`src/rtl/rf_write_arbiter.sv`:
```
// rtl/rf_write_arbiter.sv - round-robin arbiter sharing the register file write port
// Optional build macro RF_ZERO_DROP_EN: accepted writes to register 0 never raise rf_we.
module rf_write_arbiter #(
    parameter int DATA_W  = 32,
    parameter int NUM_REQ = 3,
    parameter int CNT_W   = 16
) (
    input  logic                      clk,
    input  logic                      rst,
    input  logic [NUM_REQ-1:0]        req_valid,
    input  logic [NUM_REQ*5-1:0]      req_dst,
    input  logic [NUM_REQ*DATA_W-1:0] req_data,
    output logic [NUM_REQ-1:0]        req_ready,
    input  logic                      stall,
    output logic                      rf_we,
    output logic [4:0]                rf_dst,
    output logic [DATA_W-1:0]         rf_wdata,
    output logic [2:0]                grant_id,
    output logic [CNT_W-1:0]          contention_cnt
);

    logic [2:0]        ptr_q, ptr_d;
    logic [2:0]        gnt;
    logic              xfer;
    logic              we_d, we_q;
    logic [4:0]        dst_q, sel_dst;
    logic [DATA_W-1:0] data_q, sel_data;
    logic [2:0]        gid_q;
    logic [CNT_W-1:0]  cnt_q, cnt_d;
    int                off, best_off;

    // Distance from ptr decides priority; the smallest distance among valid requesters wins.
    always_comb begin
        xfer      = 1'b0;
        gnt       = 3'd0;
        off       = 0;
        best_off  = NUM_REQ;
        sel_dst   = '0;
        sel_data  = '0;
        req_ready = '0;
        if (!stall && !rst) begin
            for (int i = 0; i < NUM_REQ; i++) begin
                off = i - int'(ptr_q);
                if (off < 0) off = off + NUM_REQ;
                if (req_valid[i] && off < best_off) begin
                    best_off = off;
                    gnt      = 3'(i);
                    xfer     = 1'b1;
                end
            end
            for (int i = 0; i < NUM_REQ; i++) begin
                if (xfer && gnt == 3'(i)) begin
                    req_ready[i] = 1'b1;
                    sel_dst      = req_dst[5*i +: 5];
                    sel_data     = req_data[DATA_W*i +: DATA_W];
                end
            end
        end
    end

    always_comb begin
        ptr_d = ptr_q;
        if (xfer) ptr_d = (int'(gnt) == NUM_REQ - 1) ? 3'd0 : gnt + 3'd1;
`ifdef RF_ZERO_DROP_EN
        we_d = xfer && (sel_dst != 5'd0);
`else
        we_d = xfer;
`endif
        cnt_d = cnt_q;
        if (!stall && $countones(req_valid) >= 2 && cnt_q != {CNT_W{1'b1}})
            cnt_d = cnt_q + 1'b1;
    end

    always_ff @(posedge clk) begin
        if (rst) begin
            ptr_q  <= 3'd0;
            we_q   <= 1'b0;
            dst_q  <= '0;
            data_q <= '0;
            gid_q  <= 3'd0;
            cnt_q  <= '0;
        end else begin
            ptr_q <= ptr_d;
            we_q  <= we_d;
            cnt_q <= cnt_d;
            if (xfer) begin
                dst_q  <= sel_dst;
                data_q <= sel_data;
                gid_q  <= gnt;
            end
        end
    end

    assign rf_we          = we_q;
    assign rf_dst         = dst_q;
    assign rf_wdata       = data_q;
    assign grant_id       = gid_q;
    assign contention_cnt = cnt_q;

endmodule

```
`config.mk`:
```
export PLATFORM = sky130hd
export DESIGN_NAME = rf_write_arbiter
export DESIGN_NICKNAME = d
export VERILOG_FILES = /design/src/rtl/rf_write_arbiter.sv
export SDC_FILE = /design/constraint.sdc
export NUM_CORES = 1
export LEC_CHECK = 0
export CORE_UTILIZATION = 39
export CTS_CLUSTER_DIAMETER = 80
export DETAILED_ROUTE_END_ITERATION = 6
export HOLD_SLACK_MARGIN = 0.15
export PLACE_DENSITY = 0.85
export SLEW_MARGIN = 20
export SYNTH_ARGS = -nofsm -noshare
export SYNTH_HDL_FRONTEND = slang
export SYNTH_SLANG_ARGS = --single-unit
```
`constraint.sdc`:
```
create_clock -name clk -period 6.82 [get_ports clk]
set_input_delay 1.364 -clock clk [delete_from_list [all_inputs] [get_ports clk]]
set_output_delay 1.364 -clock clk [all_outputs]
set_load 0.02 [all_outputs]
```
Word-level counts from Yosys, hierarchy flattened:

Index checks and enable logic that the tools add are counted.

* input bits: 117
* register bits: 60
* logic and storage cells: 71
* output and inout port bits: 60

* equality and inequality tests: 4
* reductions and logical operators: 12
* muxes and demuxes: 32
* magnitude comparators: 7
* add/sub/neg operators: 10

Operators with widths (number)
* 32-bit two-way mux: 14
* 32-bit < comparator: 2
* 32-bit by 3-bit < comparator with 1-bit output (second input constant): 1
* 5-bit two-way mux: 4
* 16-bit by 1-bit adder with 16-bit output (second input constant): 1
* 16-bit != test (second input constant): 1
* 4-bit by 3-bit adder with 5-bit output (second input constant): 3
* 3-bit two-way mux: 5
* 4-bit by 1-bit < comparator with 1-bit output (second input constant): 3
* 1-bit logical AND: 9
* 1-bit two-way mux: 9
* 1-bit by 3-bit subtractor with 4-bit output (first input constant): 2
* 2-bit by 3-bit subtractor with 4-bit output (first input constant): 1
* 2-bit by 1-bit adder with 3-bit output: 1
* 3-bit by 1-bit adder with 3-bit output (second input constant): 1
* 3-bit by 1-bit equality test with 1-bit output (second input constant): 1
* 3-bit by 2-bit equality test with 1-bit output (second input constant): 1
* 3-bit equality test (second input constant): 1
* 3-bit by 2-bit greater-or-equal comparator with 1-bit output (second input constant): 1
* 3-bit logical NOT: 1
* 1-bit by 1-bit adder with 2-bit output: 1
* 1-bit logical NOT: 2

Depth between registers and ports, before layout:

Gate-level depths: netlist of the first run.

* depth after elaboration: 22
* mapped depth: 31
* gate-level depth less buffers: 25

Worst setup path after synthesis of the first run:

Ideal clock, no wire load.

* path type: in2out
* start: input req_valid[0]
* end: output req_ready[0]
* slack: 0.038 ns
* data required time: 5.456 ns
* stages on the path: 23
* arrival: 5.418 ns
* cell sequence: o211ai_1 -> a311oi_1 -> clkbuf_1 -> buf_2 -> and3_1 -> ha_1 -> a21oi_1 -> nand2_1 -> o21ai_0 -> o21ai_1 -> buf_4 -> buf_1 -> mux2i_1 -> ha_1 -> nor3b_1 -> and2_1 -> a21oi_1 -> o32a_1 -> buf_2 -> buf_6 -> buf_6 -> nand2_1 -> nor2_1

* cells in the longest elaborated chain, start to end: 15
* elaborated cells on any way between the ends: 20

RTL lines
* start, declared: RTL line 10 `input logic [NUM_REQ-1:0] req_valid,`
* 1-bit logical AND *: RTL line 45 `if (req_valid[i] && off < best_off) begin`
* 32-bit two-way mux: RTL line 45
* 32-bit two-way mux: RTL line 41 `if (!stall && !rst) begin`
* 32-bit < comparator: RTL line 45
* 1-bit logical AND: RTL line 45
* 32-bit two-way mux: RTL line 45
* 32-bit two-way mux: RTL line 41
* 32-bit < comparator: RTL line 45
* 1-bit logical AND: RTL line 45
* 3-bit two-way mux: RTL line 45
* 3-bit two-way mux: RTL line 41
* 3-bit logical NOT: RTL line 52 `if (xfer && gnt == 3'(i)) begin`
* 1-bit logical AND *: RTL line 52
* 1-bit two-way mux *: RTL line 52
* 3-bit two-way mux *: RTL line 41
* end, declared: RTL line 13 `output logic [NUM_REQ-1:0] req_ready,`

Mark *: on every way between the ends. The rest lies on a longest branch, timed or not. The select of a mux whose other input is x is not followed.

Worst setup path in the final report of the first run:

* start: register ptr_q[0]
* end: output req_ready[0]

* cells in the longest elaborated chain, start to end: 20
* elaborated cells on any way between the ends: 36

RTL lines
* start, declared: RTL line 22 `logic [2:0] ptr_q, ptr_d;`
* start signal, assigned: RTL line 83 `ptr_q <= ptr_d;`
* 1-bit by 3-bit subtractor with 4-bit output: RTL line 43 `off = i - int'(ptr_q);`
* 4-bit by 3-bit adder with 5-bit output or 4-bit by 1-bit < comparator with 1-bit output (tied branches): RTL line 44 `if (off < 0) off = off + NUM_REQ;`
* 32-bit two-way mux: RTL line 44
* 32-bit two-way mux: RTL line 41
* 32-bit by 3-bit < comparator with 1-bit output: RTL line 45
* 1-bit logical AND: RTL line 45
* 32-bit two-way mux: RTL line 45
* 32-bit two-way mux: RTL line 41
* [... 4 more ...]
* 32-bit < comparator: RTL line 45
* 1-bit logical AND: RTL line 45
* 3-bit two-way mux: RTL line 45
* 3-bit two-way mux: RTL line 41
* 3-bit logical NOT: RTL line 52
* 1-bit logical AND *: RTL line 52
* 1-bit two-way mux *: RTL line 52
* 3-bit two-way mux *: RTL line 41

Marked as above.

==> results of run 1 <==
-- cells in the mapped netlist (all sizes together) (2+ instances only) --
master | count | area (um^2)
a211oi | 2 | 15.0
a21oi | 8 | 40.0
and2 | 3 | 18.8
and4 | 3 | 26.3
buf | 15 | 93.8
clkbuf | 12 | 46.3
dfxtp | 59 | 1180
ha | 20 | 250
inv | 53 | 199
mux2i | 113 | 1130
nand2 | 87 | 327
nand3 | 7 | 35.0
nand4 | 3 | 18.8
nor2 | 29 | 109
nor2b | 2 | 12.5
nor3 | 6 | 35.0
nor3b | 2 | 15.0
o211ai | 2 | 15.0
o21ai | 10 | 50.0
o31ai | 2 | 15.0
o32ai | 3 | 26.3
xnor2 | 9 | 78.8
xor2 | 8 | 70.1
-- tightest hold or removal path, stage by stage (launching register included) --
cell,delay [ns]
sky130_fd_sc_hd__dfxtp_1,0.31
sky130_fd_sc_hd__nand2_1,0.05
sky130_fd_sc_hd__mux2i_1,0.05
-- how the worst max path moves through the flow --
stage / start / to / cells past startpoint
floorplan: req_valid[0] / req_ready[0] / 23
global placement: req_valid[0] / req_ready[2] / 17
detailed placement: req_valid[0] / req_ready[2] / 17
CTS: req_valid[0] / req_ready[0] / 20
global route: req_valid[0] / req_ready[0] / 20
finish: ptr_q[0]$_SDFFE_PP0P_ / req_ready[0] / 21
-- routing by layer --
metal,up-vias,track usage
li1,1947,-
met1,1792,0.246
met2,132,0.367
met3,11,0.0529
met4,0,0.0553
met5,-,0
-- flip-flops by register name, indices dropped and copies added, names as in the netlist --
name            count
contention_cnt     16
grant_id            2
ptr_q               3
rf_dst              5
rf_wdata           32
rf_we               1
-- kinds of logic (layout without fill, tap and decap cells) --
family	count (synthesis)	count (layout)
buffers and inverters	80	262
AOI/OAI and AO/OA	39	39
and+or+nand+nor	146	146
xor gates and xnor gates	17	17
adders and majority gates	21	21
DFF	59	59
muxes	114	114
other	1	1
-- power groups by stage --
| stage | registers [W] | logic, W | clock network [W] |
|---|---|---|---|
| floorplan | 0.000562 | 0.00101 | 0 |
| global placement | 0.000473 | 0.00152 | 0 |
| detailed placement | 0.000476 | 0.00156 | 0 |
| CTS | 0.000470 | 0.00157 | 0.000333 |
| global route | 0.000480 | 0.00169 | 0.000347 |
| finish | 0.000470 | 0.00157 | 0.000325 |
-- per-stage QoR --
step,area (um^2),power [W],utilization,hold slack (ns),instances
floorplan,3990,0.00158,-,0.537,477
detailed placement,5950,0.00203,0.603,0.451,776
CTS,6160,0.00237,0.625,0.462,792
global route,6170,0.00252,0.626,0.481,792
finish,6170,0.00237,0.626,0.459,792
global placement,5950,0.00200,0.603,0.445,776
-- layout make-up --
type / instances / area, um^2
Multi-Input combinational cell: 338 / 2540
Timing Repair Buffer: 193 / 1890
Clock inverter: 7 / 77.6
Fill cell: 804 / 3690
Sequential cell: 59 / 1180
Tap cell: 133 / 166
Clock buffer: 9 / 124
Inverter: 53 / 199
-- timing repair --
action | 4_1_cts | 5_1_grt
gates cloned | 0 | 0
setup endpoints to repair | 3 | 3
hold buffers | 0 | 0
endpoints found under the hold margin | 0 | 0
gates resized for setup | 5 | 6
==> impl.org, run 1 <==
** Power
- The worst-case IR drop observed on VDD is 0.254 mV.
- Int Pwr :: 0.00135 W
- For this design the ratio of total power to cell area is 383 nW/um^2.
- Of the total power, the share spent switching nets is 0.429.
- Summed over all cells, the static leakage comes to 3.01 nW.
- Sequential fraction of design power :: 0.198
- Switching power :: 0.00102 W
- The share of total power dissipated in combinational logic is 0.664.
- Clock power frac :: 0.137

** Synth
- Of the total synthesized cell area, the portion taken by XOR and XNOR cells is 0.0373.
- Combinational family with the most area after synthesis :: multiplexers
- In this run the mean area of a mapped cell was 8.36 um^2.
- Fraction of synthesized area in multiplexers :: 0.286
- Post-synthesis compound-gate area fraction :: 0.0702
- The share of the Yosys chip area taken by registers is 0.296.
- Of the total synthesized cell area, the portion taken by AND, OR, NAND and NOR gates is 0.156.
- For this run, the leading register cell type out of synthesis is sky130_fd_sc_hd__dfxtp_1.
- Synthesis warning total :: 0
- The synthesized design contains 0 enable-type register cells.
- When the netlist entered floorplanning its net count stood at 615.
- Area share of fa/ha/maj cells after synthesis :: 0.0677
- Summing every instance area after synthesis gives 3990 um^2.
- Post-synth ARST share :: 0
- Counting flops and latches in the post-synthesis netlist gives 59.
- Distinct cell type count of the synthesized netlist :: 49
- After technology mapping, the gate count stands at 477.

** Critical path
- CP dominant cell by count :: sky130_fd_sc_hd__ha_1
- Worst Reg2Reg Path Length in Cells :: 24
- At the worst endpoint, the required time is 5.46 ns.
- For the worst setup path, the data arrival time is 5.08 ns.
- The number of buffers and inverters on the critical path is 3.
- Setup slack on the worst flop-to-flop path :: 1.53 ns
- The slowest stage of the critical path belongs to the cell sky130_fd_sc_hd__dfxtp_1.
- Element type at the critical path end :: output port
- Peak fanout along the critical path :: 10
- The signal on the critical path passes through inv_1 -> ha_1 -> buf_4 -> o21ba_2 -> o211ai_1 -> a311oi_4 -> and3_1 -> ha_1 -> a21oi_1 -> nand2_1 -> nor3_2 -> o21ai_4 -> mux2i_1 -> ha_1 -> nor3b_1 -> and2_1 -> o311ai_0 -> o32a_2 -> nand2_1 -> nor2_1 -> dlymetal6s2s_1.
- Startpoint type of the worst setup path :: flop
- In this design, the stage delay of the slowest critical-path cell is 0.54 ns.
- The critical path is of the flop to output port type.
- Worst path top cell family by delay :: compound AO/OA/AOI/OAI gates
- Worst reg2reg endpoint :: ptr_q[1]$_SDFFE_PP0P_
- The startpoint identified for the worst register-to-register timing path is ptr_q[0]$_SDFFE_PP0P_.

** STA
- After layout, the worst setup slack is 0.372 ns.
- Relative slew margins :: 0.415
- Timing would allow up to 155 MHz.
- Counting I/O delays and the setup requirement, the final critical path takes 6.45 ns.
- Setup violations remaining at the end of the flow were counted as 0.
- Sum Neg Setup Slack :: 0 ns
- Setup repair after global routing left no endpoint under its margin.
- Clock skew after layout :: 0.00770 ns
- Transition time at the pin with the least slew margin :: 0.874 ns
- Share of the clock period used by the worst path after layout :: 0.945
- The number of hold violations in the final report was 0.
- Max-slew violations :: 0

** Clock tree
- Clock tree sinks :: 59
- H-tree level count :: 3
- CTS tree :: done
- After clock tree synthesis, the setup repair step added 0 buffers.
- TritonCTS created 9 clock buffers.
- Clock-pin slew was measured on the worst setup and hold paths at 0.08 ns.
- CTS placed an instance of sky130_fd_sc_hd__clkbuf_8 at the clock tree root.
- Clock latency of the later-clocked register in the worst-skew pair :: 0.34 ns
- Largest buffer count on any clock path :: 2

** Routing
- Wire length per cell after detailed routing :: 14.2 um
- After detailed routing, no signal wire sits above met4.
- For this run, design rule violations remaining after detail routing come to 0.
- For this block, the initial DRC count from the detailed router was 78.
- Vias :: 3882
- The detail route stage leaves a number of antenna-violating nets equal to 0.
- Detailed routing placed a total of 679 um of wire on met3.
- The pre-antenna-repair detailed-routing pass consisted of 4 iterations.
- In the routed layout, each cell is associated on average with a via count of 4.90.
- Met2 wire length :: 5630 um
- In the final routing, the length of wire on met1 measures 4840 um.
- Final wirelength :: 11200 um

** Cells and area
- Layout-stage area growth over the synthesis result :: 54.7%
- Antenna diodes :: 0
- Ratio of cells with drive above 1 in the final layout :: 0.0789
- At the end of the flow, the number of nets in the layout was 792.
- Most common library cell in the layout ignoring fill and taps :: sky130_fd_sc_hd__clkdlybuf4s50_1
- Commonest non-fill, non-tap cells in the layout :: 172 x sky130_fd_sc_hd__clkdlybuf4s50_1, 113 x sky130_fd_sc_hd__mux2i_1, 87 x sky130_fd_sc_hd__nand2_1

** Die
- Count of pins on the block boundary :: 177
- The floorplan step defined a die boundary enclosing 10600 um^2.
- After floorplanning, the core was sized to cover 9860 um^2.
- From bottom edge to top edge, the die measures 103 um.
- Number of placement rows :: 36
- The initial utilization of the core area, before any placement, comes to 0.404.
- The die is 103 um wide.

** Placed design
- Port buffering added 175 buffers.
- DP Worst Slack :: -0.221 ns
- GPL Wtd Cong :: 0.877
- Summed over all nets, the half-perimeter wirelength after detailed placement is 8840 um.

** Global route
- Global routing finished with a remaining overflow of 0.
- The first global-routing pass estimated 16800 um of wire.
- The initial antenna violation count is 0.
- Entering global routing, the biggest net connects 40 pins.
- The via count of the first global-routing pass is 3576.
- For this run, the total global-route usage over all layers was measured as 0.207.

** Worst hold path
- End point of the most critical hold path :: rf_wdata[31]$_SDFFE_PP0P_
- The startpoint identified for the worst hold timing path is rf_wdata[31]$_SDFFE_PP0P_.
- Class of the tightest hold or removal check :: flop to flop
- WHS Path Cells :: 2

** Run status
- The flow ran to the end, and the final reports show no timing, DRC or antenna violations.

** Job
- Number of maximum-capacitance violations :: 0
Power figures use the tool's default switching activity.
==> run 2: changes to the inputs <==
- RECOVER_POWER: not set -> 25
==> impl.org, run 2 (same netlist as run 1, synthesis figures left out) <==
** Critical path
- The setup check on the worst reg-to-reg path leaves a slack of 1.53 ns.
- Start point of the critical path :: ptr_q[0]$_SDFFE_PP0P_
- Max incr delay on CP :: 0.54 ns
- Among cell families on the critical path, the largest total delay comes from compound AO/OA/AOI/OAI gates.
- In this run the worst path has a maximum fanout of 10.
- Startpoint type of the worst setup path :: flop
- STA classifies the critical path endpoint as an output port.
- CP dominant cell by count :: sky130_fd_sc_hd__ha_1
- Crit path max-delay cell type :: sky130_fd_sc_hd__dfxtp_1
- Buffers and inverters on the worst path :: 3
- Walking the worst path, the cells encountered are inv_1 -> ha_1 -> buf_4 -> o21ba_2 -> o211ai_1 -> a311oi_4 -> and3_1 -> ha_1 -> a21oi_1 -> nand2_1 -> nor3_2 -> o21ai_4 -> mux2i_1 -> ha_1 -> nor3b_1 -> and2_1 -> o311ai_0 -> o32a_2 -> nand2_1 -> nor2_1 -> dlymetal6s2s_1.
- The worst register-to-register path begins at ptr_q[0]$_SDFFE_PP0P_.
- At the worst endpoint, the required time is 5.46 ns.
- The critical path in this run is classified as flop to output port.
- Worst endpoint data arrival time :: 5.08 ns

** Clock tree
- Hold buffers post-CTS :: 0
- The H-tree was split into 3 levels.
- Clock root cell :: sky130_fd_sc_hd__clkbuf_8
- The later pin in the worst-skew pair is clocked with a latency of 0.33 ns.
- CTS tree :: done
- Buffers inserted by post-CTS timing repair :: 0
- The clock passes through at most 2 buffers.
- Clock tree sinks :: 59
- TritonCTS created 9 clock buffers.
- Clock-pin slew on the worst setup and hold paths :: 0.08 ns

** Routing
- Uppermost routed layer :: met4
- Detailed routing placed a total of 683 um of wire on met3.
- Met2 wire length :: 5660 um
- Wire length on met1 :: 4810 um
- DRC violation count after routing :: 0
- The detailed router finished its first iteration with 74 violations.
- First-pass DRT Iterations :: 4
- Summed over all layers, the routed wires come to 11200 um.
- Using the TritonRoute via totals, the vias-per-cell ratio works out to 4.91.
- After detailed routing, the average wire length per cell comes to 14.2 um.
- Remaining antenna violation count :: 0
- The final route contains 3892 vias.

** STA
- In this run the tightest slew margin relative to its limit is 0.416.
- Sum Neg Setup Slack :: 0 ns
- Setup violations remaining at the end of the flow were counted as 0.
- The number of hold violations in the final report came to 0.
- Transition time at the pin with the least slew margin :: 0.874 ns
- Highest Clock Rate :: 155 MHz
- The total count of max-transition violations in the final report is 0.
- Dividing the final minimum period by the clock period gives 0.945.
- Unrepaired setup endpoints after global routing :: no
- PnR worst setup slack :: 0.375 ns
- Clock skew after layout :: 0.00799 ns
- The smallest clock period supported by the final layout is computed as 6.44 ns.

** Power
- In this run the power spent charging and discharging nets is 0.00101 W.
- The share of total power dissipated in the clock network is 0.139.
- Dividing total power by cell area gives a power density of 380 nW/um^2.
- Peak VDD IR :: 0.251 mV
- Leakage power summed over all cells :: 3.10 nW
- Cell internal power was estimated by the tool at 0.00133 W.
- Of the total power, registers draw 0.199.
- Sw Ratio :: 0.432
- Proportion of power drawn by combinational gates :: 0.662

** Cells and area
- Measured on the finished design, the core utilization comes to 0.626.
- The register with the most flip-flops in the layout has 32 of them.
- Most common library cell in the layout ignoring fill and taps :: sky130_fd_sc_hd__clkdlybuf4s50_1
- Number of filler instances in the final layout :: 804
- Finished layout cell area :: 6170 um^2
- The sequential cells in the finished layout cover a total of 1180 um^2.
- In the layout the commonest cells are 143 x sky130_fd_sc_hd__clkdlybuf4s50_1, 113 x sky130_fd_sc_hd__mux2i_1, 87 x sky130_fd_sc_hd__nand2_1.
- The area growth from synthesis to layout is 54.7%.
- At the end of the flow, the number of nets in the layout was 792.
- Area occupied by multi-input gates :: 2540 um^2
- In the final layout, the share of cells above drive strength 1 is 0.0789.
- Antenna diodes :: 0
- The finished layout holds 792 standard cells, fillers aside.

** Die
- Floorplan core area :: 9860 um^2
- The die is 103 um wide.
- Measured along the y axis, the die boundary spans 103 um.
- Starting Density :: 0.404
- Count of pins on the block boundary :: 177
- Number of placement rows :: 36
- The die covers 10600 um^2.

** Placed design
- Counting tap cells, the placed design contains a total of 776 instances.
- Port-buffer cells :: 175
- The congestion estimate from routability-driven global placement came to 0.877.
- Placed cell area :: 5950 um^2
- Detailed placement finished with a half-perimeter wire length of 8840 um.
- DP Worst Slack :: -0.221 ns

** Global route
- The first global-routing pass estimated 16800 um of wire.
- Global routing finished with a remaining overflow of 0.
- Total GRT Usage :: 0.207
- Initial antenna violation count :: 0
- Vias in the first global route :: 3576
- Pin count of the biggest net entering global routing :: 40

** Job
- Number of maximum-capacitance violations :: 0

** Run status
- Result of the run :: complete, no violations

** Worst hold path
- Start point of the worst min-delay path :: rf_wdata[31]$_SDFFE_PP0P_
- The tightest min-delay check is of the flop to flop type.
==> run 2: changes by cell type in the layout (fill, tap and decap cells not counted) <==
cell                              before  now
sky130_fd_sc_hd__clkdlybuf4s50_1     172  143
sky130_fd_sc_hd__dlygate4sd3_1         0   29
==> run 2: through the flow <==
stage | total power (W) | hold WS (ns)
floorplan | 0.00158 | 0.537
global placement | 0.00200 | 0.445
detailed placement | 0.00203 | 0.451
CTS | 0.00237 | 0.462
global route | 0.00250 | 0.480
finish | 0.00234 | 0.457
==> run 2: worst paths after layout <==
| kind | cells after the start | end |
|---|---|---|
| max | 21 | req_ready[0] |
| min | 2 | rf_wdata[31]$_SDFFE_PP0P_ |
| max reg2reg | 24 | ptr_q[1]$_SDFFE_PP0P_ |
| min reg2reg | 2 | rf_wdata[31]$_SDFFE_PP0P_ |
==> run 2: cell type report <==
type	instances	area share
tap	133	0.0270
clock buffer	9	0.0201
inverter	53	0.0322
clock inverter	7	0.0126
multi-input combinational	338	0.411
timing repair buffer	193	0.306
sequential	59	0.191
==> run 2: timing repair <==
action,in CTS,in global routing
gates cloned,0,0
setup endpoints to repair,3,3
gates resized for setup,5,6
==> run 2: metal layers <==
| metal | up-vias | GRT usage |
|---|---|---|
| met4 | 0 | 0.0553 |
| met5 | - | 0 |
| met3 | 8 | 0.0529 |
| met2 | 131 | 0.367 |
| met1 | 1800 | 0.246 |
| li1 | 1953 | - |
==> run 2: power groups by stage <==
stage	clock network [W]	registers (W)	logic, W
4_1_cts	0.000333	0.000470	0.00157
2_1_floorplan	0	0.000562	0.00101
5_1_grt	0.000347	0.000477	0.00167
3_3_place_gp	0	0.000473	0.00152
6_report	0.000325	0.000467	0.00155
3_5_place_dp	0	0.000476	0.00156
==> run 2: worst reg2reg max path: stages, from the launching register on <==
cell and delay [ns]:
sky130_fd_sc_hd__dfxtp_1 0.54, sky130_fd_sc_hd__inv_1 0.24, sky130_fd_sc_hd__ha_1 0.41, sky130_fd_sc_hd__buf_4 0.18
sky130_fd_sc_hd__o21ba_2 0.21, sky130_fd_sc_hd__o211ai_1 0.31, sky130_fd_sc_hd__a311oi_4 0.08, sky130_fd_sc_hd__and3_1 0.21
sky130_fd_sc_hd__ha_1 0.19, sky130_fd_sc_hd__a21oi_1 0.13, sky130_fd_sc_hd__nand2_1 0.12, sky130_fd_sc_hd__nor3_2 0.24
sky130_fd_sc_hd__o21ai_4 0.10, sky130_fd_sc_hd__mux2i_1 0.14, sky130_fd_sc_hd__ha_1 0.29, sky130_fd_sc_hd__nor3b_1 0.16
sky130_fd_sc_hd__buf_4 0.13, sky130_fd_sc_hd__nand2_1 0.06, sky130_fd_sc_hd__o21ai_0 0.13, sky130_fd_sc_hd__o21ai_0 0.24
sky130_fd_sc_hd__a21oi_1 0.11, sky130_fd_sc_hd__o31ai_4 0.23, sky130_fd_sc_hd__buf_4 0.33, sky130_fd_sc_hd__inv_2 0.12
sky130_fd_sc_hd__o32ai_1 0.29
==> run 3: changes to the inputs <==
- CELL_PAD_IN_SITES_DETAIL_PLACEMENT: not set -> 0
- CELL_PAD_IN_SITES_GLOBAL_PLACEMENT: not set -> 1
- CORE_UTILIZATION: 39 -> 27
- PLACE_DENSITY: 0.85 -> 0.84
==> impl.org, run 3 (same netlist as run 1, synthesis figures left out) <==
** Clock tree
- At the later pin of the worst-skew pair, clock insertion delay measures 0.33 ns.
- CTS tree :: done
- Clock root cell :: sky130_fd_sc_hd__clkbuf_16
- Clock tree sinks :: 59
- Clock-pin slew on the worst setup and hold paths :: 0.05 ns
- Counting the buffers created by CTS gives 9.
- The clock passes through at most 2 buffers.
- Hold buffers post-CTS :: 0
- CTS built an H-tree with a depth of 3.

** Critical path
- The critical path is of the input pin to output port type.
- CP dominant cell by count :: sky130_fd_sc_hd__a21oi_1
- STA classifies the critical path endpoint as an output port.
- The slowest stage of the critical path is the sky130_fd_sc_hd__clkdlybuf4s50_1 cell.
- Traced cell by cell, the critical path runs through clkdlybuf4s50_1 -> nor2b_2 -> and2_1 -> nand2_1 -> ha_1 -> o21ai_0 -> a21oi_1 -> o21ai_2 -> o21ai_4 -> inv_2 -> nor2_1 -> a21oi_1 -> ha_1 -> a21oi_1 -> and2_1 -> o311ai_0 -> o32a_2 -> buf_4 -> nand2_1 -> nor2_1 -> clkbuf_2.
- In this run the critical register-to-register path is launched from ptr_q[1]$_SDFFE_PP0P_.
- Setup slack on the worst flop-to-flop path :: 1.71 ns
- Worst endpoint data arrival time :: 5.15 ns
- Worst reg2reg endpoint :: rf_wdata[5]$_SDFFE_PP0P_
- Peak fanout along the critical path :: 5
- The number of cells on the worst reg-to-reg path is 24.
- The largest single stage delay on the critical path is 0.52 ns.
- STA classifies the critical path startpoint as an input pin.
- Req. time, crit path :: 5.46 ns

** Die
- Die height :: 124 um
- The die covers 15300 um^2.
- During I/O placement, the number of pins put on the boundary was 177.
- From left edge to right edge, the die measures 124 um.
- Floorplan core area :: 14500 um^2
- Starting Density :: 0.276
- After floorplanning, the core was divided into 44 placement rows.

** STA
- Of the available clock period, the critical path in the final layout requires 0.956.
- Setup violations remaining at the end of the flow were counted as 0.
- Final critical path time including I/O delays and setup :: 6.52 ns
- The clock arrives with 0.00876 ns of skew.
- The number of hold violations in the final report is 0.
- The total count of max-transition violations in the final report was 0.
- In this run the tightest slew margin relative to its limit is 0.468.
- Setup repair after global routing could not meet its margin everywhere.
- PnR worst setup slack :: 0.302 ns
- For this run, the top clock speed supported by timing is 153 MHz.
- For the pin with the worst max-slew slack, the measured transition is 0.790 ns.

** Routing
- Final wirelength :: 11600 um
- The pre-antenna-repair detailed-routing pass consisted of 4 iterations.
- In the final routed layout, each cell accounts on average for 13.6 um.
- Number of DRC markers in iteration 0 :: 85
- Vias :: 3919
- Vias per cell :: 4.60
- DRC violation count after routing :: 0
- The detail route stage leaves a number of antenna-violating nets equal to 0.

** Global route
- For this run the aggregate overflow at the end of global routing stands at 0.
- The via count of the first global-routing pass was 3908.
- The initial antenna violation count was 0.
- Entering global routing, the biggest net connects 40 pins.
- Total GRT Usage :: 0.158
- The first global-routing pass estimated 18400 um of wire.

** Cells and area
- Of the cells placed in the final design, the portion with a size suffix greater than 1 is 0.0988.
- After the last flow step, the layout net total stands at 801.
- Largest register FFs :: 32
- Most common library cell in the layout ignoring fill and taps :: sky130_fd_sc_hd__clkdlybuf4s50_1
- Antenna diodes :: 0
- Number of filler instances in the final layout :: 1456
- Commonest non-fill, non-tap cells in the layout :: 144 x sky130_fd_sc_hd__clkdlybuf4s50_1, 113 x sky130_fd_sc_hd__mux2i_1, 87 x sky130_fd_sc_hd__nand2_1
- From synthesis to final layout, the design area changed by 60.9%.

** Placed design
- GPL Wtd Cong :: 0.834
- During placement, the flow inserted port buffers numbering 175.
- The HPWL after detailed placement is 9260 um.
- Prior to clock tree synthesis, the placed netlist has a worst setup slack of -0.308 ns.

** Worst hold path
- The path class of the tightest hold or removal check is flop to flop.
- End point of the most critical hold path :: rf_wdata[29]$_SDFFE_PP0P_
- The startpoint identified for the worst hold timing path is rf_wdata[29]$_SDFFE_PP0P_.
- WHS Path Cells :: 2

** Power
- Leakage power summed over all cells :: 3.16 nW
- Power comes to 0.00258 W.
- Total power per unit cell area :: 401 nW/um^2
- Peak VDD IR :: 0.267 mV

** Run status
- Result of the run :: complete, no violations

** Job
- Number of maximum-capacitance violations :: 0
run 3: changes by cell type in the layout (fill, tap and decap cells not counted), sizes merged, moves of 2 or more:
| cell | previous run | this run |
|---|---|---|
| buf | 18 | 27 |
| clkbuf | 10 | 15 |
| clkinv | 4 | 1 |
| dlymetal6s2s | 2 | 0 |
run 3: final cells by class:
type,instances,area [um^2],share of cell area
clock inverters,4,72.6,0.0113
clock buffers,12,256,0.0399
well taps,184,230,0.0359
repair buffers,202,1940,0.302
inverters,53,199,0.0310
multi-input cells,338,2540,0.396
flip-flops and latches,59,1180,0.184
run 3: worst max path at each step:
| stage | from | to | slack (ns) | cells past startpoint |
|---|---|---|---|---|
| final | req_valid[0] | req_ready[0] | 0.30 | 21 |
| after CTS | req_valid[0] | req_ready[0] | 0.07 | 21 |
| after detailed placement | req_valid[0] | req_ready[2] | -0.31 | 17 |
| after floorplan | req_valid[0] | req_ready[0] | 0.04 | 23 |
| after global placement | req_valid[0] | req_ready[2] | -0.22 | 17 |
| after global routing | req_valid[0] | req_ready[2] | -0.004 | 19 |
run 3: power breakdown:
group          switching (W)  internal, W
Combinational       0.000827     0.000793
Sequential         0.0000403     0.000426
Clock               0.000152     0.000339
run 3: metrics by stage:
stage                     std cells  hold slack (ns)  utilization  TNS (ns)  area (um^2)
final                           852            0.451        0.443         0         6420
after global routing            852            0.473        0.443  -0.00426         6420
after CTS                       851            0.458        0.443         0         6410
after global placement          835            0.445        0.419    -0.552         6070
after detailed placement        835            0.450        0.419    -0.862         6070
after floorplan                 477            0.537            -         0         3990
run 3: critical path: cells and delay by family:
| kind | cells | cell delay (ns) |
|---|---|---|
| fa+ha+maj | 2 | 0.63 |
| simple gates | 7 | 0.85 |
| compound gates | 8 | 1.42 |
| buf+inv | 4 | 0.88 |
run 3: what timing repair did:
item / 4_1_cts / 5_1_grt
gates resized for setup: 7 / 12
pin swaps: 0 / 4
setup endpoints to repair: 3 / 3
gates cloned: 0 / 0
setup buffers: 0 / 1
run 3: per-layer routing:
layer | share of wire | vias up | GRT usage
met4 | 0.021 | 0 | 0.0738
met1 | 0.42 | 1792 | 0.175
met5 | 0 | - | 0
li1 | - | 1963 | -
met2 | 0.49 | 148 | 0.278
met3 | 0.074 | 16 | 0.0466
